==> src/rtl/mem_wr_fifo_if.sv <==
// Bundle between the write-back stage, the data cache and the store write FIFO.
// The master drives pushes, the pending load and completion; the slave is the FIFO.
interface mem_wr_fifo_if;
    logic        wb_push;
    logic [31:0] wb_addr;
    logic [63:0] wb_data;
    logic [1:0]  wb_size;
    logic [31:0] mem_rd_addr;
    logic [1:0]  mem_rd_size;
    logic        mem_wr_done;
    logic [31:0] mem_wr_addr;
    logic [63:0] mem_wr_data;
    logic [1:0]  mem_wr_size;
    logic        wr_fifo_empty;
    logic        wr_fifo_to_be_full;
    logic        wr_fifo_full;
    logic        mem_conflict;
    logic        wr_fifo_ovf;

    modport master (
        output wb_push, wb_addr, wb_data, wb_size, mem_rd_addr, mem_rd_size, mem_wr_done,
        input  mem_wr_addr, mem_wr_data, mem_wr_size, wr_fifo_empty, wr_fifo_to_be_full,
               wr_fifo_full, mem_conflict, wr_fifo_ovf
    );

    modport slave (
        input  wb_push, wb_addr, wb_data, wb_size, mem_rd_addr, mem_rd_size, mem_wr_done,
        output mem_wr_addr, mem_wr_data, mem_wr_size, wr_fifo_empty, wr_fifo_to_be_full,
               wr_fifo_full, mem_conflict, wr_fifo_ovf
    );
endinterface

==> src/rtl/mem_wr_fifo.sv <==
// Store write buffer between write-back and the data cache: circular FIFO of retired
// stores with a 16-byte line conflict check against the pending load.
module mem_wr_fifo #(
    parameter int DEPTH = 4
) (
    input  logic          clk,
    input  logic          rst,
    mem_wr_fifo_if.slave  bus
);
    localparam int              AW       = (DEPTH > 2) ? $clog2(DEPTH) : 1;
    localparam logic [AW:0]     CNT_ZERO = (AW+1)'(0);
    localparam logic [AW:0]     CNT_ONE  = (AW+1)'(1);
    localparam logic [AW:0]     CNT_FULL = (AW+1)'(DEPTH);
    localparam logic [AW:0]     CNT_TBF  = (AW+1)'(DEPTH - 1);
    localparam logic [AW-1:0]   PTR_ZERO = AW'(0);
    localparam logic [AW-1:0]   PTR_ONE  = AW'(1);

    logic [31:0]   addr_r [DEPTH];
    logic [63:0]   data_r [DEPTH];
    logic [1:0]    size_r [DEPTH];
    logic [AW-1:0] head_r;
    logic [AW-1:0] tail_r;
    logic [AW:0]   count_r;
    logic          ovf_r;

    logic          empty_s;
    logic          full_s;
    logic          to_be_full_s;
    logic          push_s;
    logic          pop_s;
    logic          drop_s;
    logic [31:0]   head_addr_s;
    logic [63:0]   head_data_s;
    logic [1:0]    head_size_s;
    logic [27:0]   ld_first_s;
    logic [27:0]   ld_last_s;
    logic          conflict_s;

    // Line index of the first (last=0) or last (last=1) byte touched by an access;
    // the 32-bit carry out of the end-address sum is deliberately dropped.
    function automatic logic [27:0] line_of(input logic [31:0] addr, input logic [1:0] size,
                                            input logic last);
        logic [31:0] off;
        logic [31:0] byte_addr;
        off = 32'd0;
        if (last) begin
            case (size)
                2'd0:    off = 32'd0;
                2'd1:    off = 32'd1;
                2'd2:    off = 32'd3;
                2'd3:    off = 32'd7;
                default: off = 32'd0;
            endcase
        end else begin
            off = 32'd0;
        end
        byte_addr = addr + off;
        return byte_addr[31:4];
    endfunction

    // Occupancy flags and handshake qualification
    always_comb begin
        empty_s      = (count_r == CNT_ZERO);
        full_s       = (count_r == CNT_FULL);
        to_be_full_s = (count_r >= CNT_TBF);
        push_s       = bus.wb_push & (~full_s | bus.mem_wr_done);
        pop_s        = bus.mem_wr_done & ~empty_s;
        drop_s       = bus.wb_push & full_s & ~bus.mem_wr_done;
    end

    // Pointers, occupancy and sticky overflow
    always_ff @(posedge clk) begin
        if (rst) begin
            head_r  <= PTR_ZERO;
            tail_r  <= PTR_ZERO;
            count_r <= CNT_ZERO;
            ovf_r   <= 1'b0;
        end else begin
            if (push_s) tail_r <= tail_r + PTR_ONE;
            if (pop_s)  head_r <= head_r + PTR_ONE;
            case ({push_s, pop_s})
                2'b10:   count_r <= count_r + CNT_ONE;
                2'b01:   count_r <= count_r - CNT_ONE;
                default: count_r <= count_r;
            endcase
            if (drop_s) ovf_r <= 1'b1;
        end
    end

    // Entry storage; contents are left stale on reset since validity comes from the pointers
    always_ff @(posedge clk) begin
        if (!rst && push_s) begin
            addr_r[tail_r] <= bus.wb_addr;
            data_r[tail_r] <= bus.wb_data;
            size_r[tail_r] <= bus.wb_size;
        end
    end

    // Head entry presentation, forced to zero while nothing is buffered
    always_comb begin
        if (empty_s) begin
            head_addr_s = 32'd0;
            head_data_s = 64'd0;
            head_size_s = 2'd0;
        end else begin
            head_addr_s = addr_r[head_r];
            head_data_s = data_r[head_r];
            head_size_s = size_r[head_r];
        end
    end

    // Load/store line overlap; a slot is live when its distance from head is below occupancy
    always_comb begin
        ld_first_s = line_of(bus.mem_rd_addr, bus.mem_rd_size, 1'b0);
        ld_last_s  = line_of(bus.mem_rd_addr, bus.mem_rd_size, 1'b1);
        conflict_s = 1'b0;
        for (int i = 0; i < DEPTH; i++) begin
            if (({1'b0, AW'(i) - head_r} < count_r) &&
                ((line_of(addr_r[i], size_r[i], 1'b0) == ld_first_s) ||
                 (line_of(addr_r[i], size_r[i], 1'b0) == ld_last_s)  ||
                 (line_of(addr_r[i], size_r[i], 1'b1) == ld_first_s) ||
                 (line_of(addr_r[i], size_r[i], 1'b1) == ld_last_s))) begin
                conflict_s = 1'b1;
            end else begin
                conflict_s = conflict_s;
            end
        end
    end

    assign bus.mem_wr_addr        = head_addr_s;
    assign bus.mem_wr_data        = head_data_s;
    assign bus.mem_wr_size        = head_size_s;
    assign bus.wr_fifo_empty      = empty_s;
    assign bus.wr_fifo_to_be_full = to_be_full_s;
    assign bus.wr_fifo_full       = full_s;
    assign bus.mem_conflict       = conflict_s;
    assign bus.wr_fifo_ovf        = ovf_r;
endmodule

==> src/flat_wrapper.sv <==
// flat-port wrapper written by rule: the top's interface ports become plain ports
module mem_wr_fifo_flat 
#(
    parameter int DEPTH = 4
)
  (clk, rst, bus_wb_push, bus_wb_addr, bus_wb_data, bus_wb_size, bus_mem_rd_addr, bus_mem_rd_size, bus_mem_wr_done, bus_mem_wr_addr, bus_mem_wr_data, bus_mem_wr_size, bus_wr_fifo_empty, bus_wr_fifo_to_be_full, bus_wr_fifo_full, bus_mem_conflict, bus_wr_fifo_ovf);
  mem_wr_fifo_if bus_i ();
  input  logic clk;
  input  logic rst;
  input wire logic [$bits(bus_i.wb_push)-1:0] bus_wb_push;
  input wire logic [$bits(bus_i.wb_addr)-1:0] bus_wb_addr;
  input wire logic [$bits(bus_i.wb_data)-1:0] bus_wb_data;
  input wire logic [$bits(bus_i.wb_size)-1:0] bus_wb_size;
  input wire logic [$bits(bus_i.mem_rd_addr)-1:0] bus_mem_rd_addr;
  input wire logic [$bits(bus_i.mem_rd_size)-1:0] bus_mem_rd_size;
  input wire logic [$bits(bus_i.mem_wr_done)-1:0] bus_mem_wr_done;
  output wire logic [$bits(bus_i.mem_wr_addr)-1:0] bus_mem_wr_addr;
  output wire logic [$bits(bus_i.mem_wr_data)-1:0] bus_mem_wr_data;
  output wire logic [$bits(bus_i.mem_wr_size)-1:0] bus_mem_wr_size;
  output wire logic [$bits(bus_i.wr_fifo_empty)-1:0] bus_wr_fifo_empty;
  output wire logic [$bits(bus_i.wr_fifo_to_be_full)-1:0] bus_wr_fifo_to_be_full;
  output wire logic [$bits(bus_i.wr_fifo_full)-1:0] bus_wr_fifo_full;
  output wire logic [$bits(bus_i.mem_conflict)-1:0] bus_mem_conflict;
  output wire logic [$bits(bus_i.wr_fifo_ovf)-1:0] bus_wr_fifo_ovf;
  assign bus_i.wb_push = bus_wb_push;
  assign bus_i.wb_addr = bus_wb_addr;
  assign bus_i.wb_data = bus_wb_data;
  assign bus_i.wb_size = bus_wb_size;
  assign bus_i.mem_rd_addr = bus_mem_rd_addr;
  assign bus_i.mem_rd_size = bus_mem_rd_size;
  assign bus_i.mem_wr_done = bus_mem_wr_done;
  assign bus_mem_wr_addr = bus_i.mem_wr_addr;
  assign bus_mem_wr_data = bus_i.mem_wr_data;
  assign bus_mem_wr_size = bus_i.mem_wr_size;
  assign bus_wr_fifo_empty = bus_i.wr_fifo_empty;
  assign bus_wr_fifo_to_be_full = bus_i.wr_fifo_to_be_full;
  assign bus_wr_fifo_full = bus_i.wr_fifo_full;
  assign bus_mem_conflict = bus_i.mem_conflict;
  assign bus_wr_fifo_ovf = bus_i.wr_fifo_ovf;
  mem_wr_fifo #(.DEPTH(DEPTH)) u_core (.clk(clk), .rst(rst), .bus(bus_i));
endmodule
==> config.mk <==
export PLATFORM = sky130hd
export DESIGN_NAME = mem_wr_fifo_flat
export DESIGN_NICKNAME = d
export VERILOG_FILES = /design/src/rtl/mem_wr_fifo_if.sv /design/src/rtl/mem_wr_fifo.sv /design/src/flat_wrapper.sv
export SDC_FILE = /design/constraint.sdc
export NUM_CORES = 1
export LEC_CHECK = 0
export CAP_MARGIN = 20
export CORE_MARGIN = 2
export CORE_UTILIZATION = 50
export DETAILED_ROUTE_END_ITERATION = 7
export PLACE_DENSITY = 0.72
export SYNTH_ARGS = -nofsm -noshare
export SYNTH_HDL_FRONTEND = slang
export SYNTH_SLANG_ARGS = --single-unit
==> constraint.sdc <==
create_clock -name clk -period 5.52 [get_ports clk]
set_input_delay 1.104 -clock clk [delete_from_list [all_inputs] [get_ports clk]]
set_output_delay 1.104 -clock clk [all_outputs]
set_load 0.01 [all_outputs]
==> out/metrics.csv <==
metric,value,unit
synth_area_leaders,"edfxtp_1 52%, mux4_2 9.8%, xnor2_1 4.8%, xor2_1 4.7%, nor2b_1 3.0%",
syn_inst,1775,
synth_seq_cells,402,
synth-compound-area-share,6.833,%
nFillCells,3165,
synth_area,22580,um^2
required,4420,ps
cts_sinks,402,
synth_xor_area_share,9.505,%
slew_headroom,34.69,%
vias,18190,
boundaryPins,239,
synth_top_area_share,52.14,%
first_iter_violations,2432,
fin_nets,2417,
slew_violations,0,
synthArstFlopShare,0,%
htree_levels,2,
powerDensity,342.2,nW/um^2
dp_hpwl,67.33,mm
clk_path_buf_depth,3,
fin_crit,5452,ps
routabilityCongestion,1.080,
synthAdderAreaFrac,1.142,%
status,"complete, no violations",
hold_class,flop to flop,
layout_commonest_cell,edfxtp_1,
clkTransAtPathRegs,60,ps
worstSkewPairLatency,580,ps
cp-end-kind,output pin,
synth_area_leader_cell,edfxtp_1,
synth_cell_type_count,81,
portBuffers,238,
synth_top_family_by_area,simple AND/OR/NAND/NOR gates,
numPlacedInstances,2798,
vdd_ir_drop_max,0.3796,mV
num_rows,77,
cts_hold_buf,0,
grt_overflow,0,
firstDrtPassIters,5,
dieWidth,216.5,um
wire_per_inst,30.93,um
antenna_found_initial,5,
final_cells,2885,
power_leakage,0.01006,uW
grt_pass1_vias,18170,
fin_skew,14.00,ps
dieArea,46870,um^2
synth_warnings,0,
muxShareOfSynthArea,10.78,%
worst_ep_arrival_time,4350,ps
startpoint_type,primary input,
syn_nets,1931,
post-route-period-util,98.76,%
wl,89.22,mm
ys.flop_type,edfxtp_1,
cp_max_fo,5,
numCtsBuffers,41,
via_per_inst,6.305,
final_antenna_net_count,0,
start_util,50.83,%
cts.root.buffer_cell,clkbuf_16,
tightest_slew,979.6,ps
area_growth,29.89,%
drc,0,
drive_gt1_share,24.31,%
preCtsSetupSlack,-905.9,ps
setup_slack,68.37,ps
core_area,44410,um^2
path_class,primary input to output pin,
dieHeight,216.5,um
clock.fmax,183.4,MHz
synth_edf_count,392,
drv_cap,0,
yosys.area_share.simple,15.82,%
cts_tree,built,
setup_viol,0,
hold_violations,0,
final_cell_mix,"392 x edfxtp_1, 311 x buf_4, 225 x clkdlybuf4s50_1",
grt_pass1_wl,127.3,mm
grt_max_degree,77,
grt_use_total,38.02,%
seq_area_frac_synth,53.03,%
syn_area_per_cell,12.72,um^2
[cells in the mapped netlist (11+ instances only)]
library cell / count
a211oi_1: 17
a21oi_1: 48
a31oi_1: 11
and2_1: 20
and3_1: 20
and4_1: 17
buf_1: 17
buf_2: 11
clkbuf_1: 77
edfxtp_1: 392
ha_1: 19
inv_1: 38
mux2i_1: 16
mux4_2: 98
nand2_1: 77
nand3_1: 52
nand4_1: 61
nor2_1: 70
nor2b_1: 107
nor3_1: 49
nor3b_1: 11
nor4_1: 51
o2111ai_1: 11
o211ai_1: 14
o21ai_0: 28
or3_1: 14
or4_1: 13
xnor2_1: 123
xor2_1: 122
[power by group]
group,internal (uW),switching [uW]
Combinational,1800,1880
Sequential,3510,163
Clock,1490,1190
[worst max-delay path, cell delays in order]
cell,delay [ps]
dlygate4sd2_1,250
and2_4,170
ha_4,270
o211ai_1,100
or2_4,300
buf_6,140
buf_4,130
nor4_1,560
nor3_1,90
a211oi_1,420
o221a_2,310
and4b_1,210
a211oi_2,60
nand3_4,120
buf_6,120
[what timing repair did]
| item | CTS | global route |
|---|---|---|
| pin swaps | 14 | 19 |
| endpoints found under the setup margin | 1 | 1 |
| buffers inserted | 5 | 8 |
| gates resized for setup | 35 | 37 |
| cloned | 0 | 0 |
[sequential cells by signal, summed over array words and instances (netlist names), named ones only]
signal,cells
u_core.data_r,256
u_core.bus.wr_fifo_ovf,1
u_core.size_r,8
u_core.head_r,2
u_core.count_r,3
u_core.addr_r,128
u_core.tail_r,2
[logic make-up after synthesis]
kind of cell | Yosys count
xor gates and xnor gates | 245
buffers and inverters | 156
DFF | 402
AOI/OAI and AO/OA | 219
and+or+nand+nor | 613
adders and majority gates | 20
muxes | 120
[per-stage QoR]
stage / hold WS, ps / area, um^2 / utilization [%] / TNS, ps / power, uW
2_1_floorplan: 481.5 / 22580 / - / 0 / 5452
3_3_place_gp: 450.4 / 27650 / 62.25 / -894.3 / 7286
3_5_place_dp: 463.5 / 27650 / 62.25 / -905.9 / 7327
4_1_cts: 478.0 / 29100 / 65.52 / 0 / 10050
5_1_grt: 528.6 / 29320 / 66.01 / -1.523 / 10390
6_report: 475.4 / 29320 / 66.03 / 0 / 10030
[routing by layer]
layer | wire, um | track usage, % | vias up
li1 | - | - | 7834
met1 | 33880 | 48.30 | 9060
met2 | 42510 | 62.24 | 1060
met3 | 8262 | 8.758 | 232
met4 | 4546 | 17.31 | 4
met5 | 19 | 0 | -
[area by class of cell]
class | count | area (um^2) | area share [%]
Inverter | 38 | 142.6 | 0.4864
Sequential cell | 402 | 11980 | 40.85
Clock buffer | 46 | 1066 | 3.635
Tap cell | 592 | 740.7 | 2.526
Antenna cell | 2 | 5.005 | 0.01707
Multi-Input combinational cell | 1217 | 10230 | 34.90
Clock inverter | 27 | 206.4 | 0.7040
Timing Repair Buffer | 561 | 4950 | 16.88
[worst paths after layout]
path	start	endpoint	slack [ps]	depth (start not counted)
max	bus_mem_rd_size[0]	bus_mem_conflict	70	15
min	u_core.bus.wr_fifo_ovf	u_core.bus.wr_fifo_ovf	480	2
max reg2reg	u_core.count_r[0]	u_core.data_r[1][58]	2760	6
min reg2reg	u_core.bus.wr_fifo_ovf	u_core.bus.wr_fifo_ovf	480	2
(Power assumes the default switching activity.)
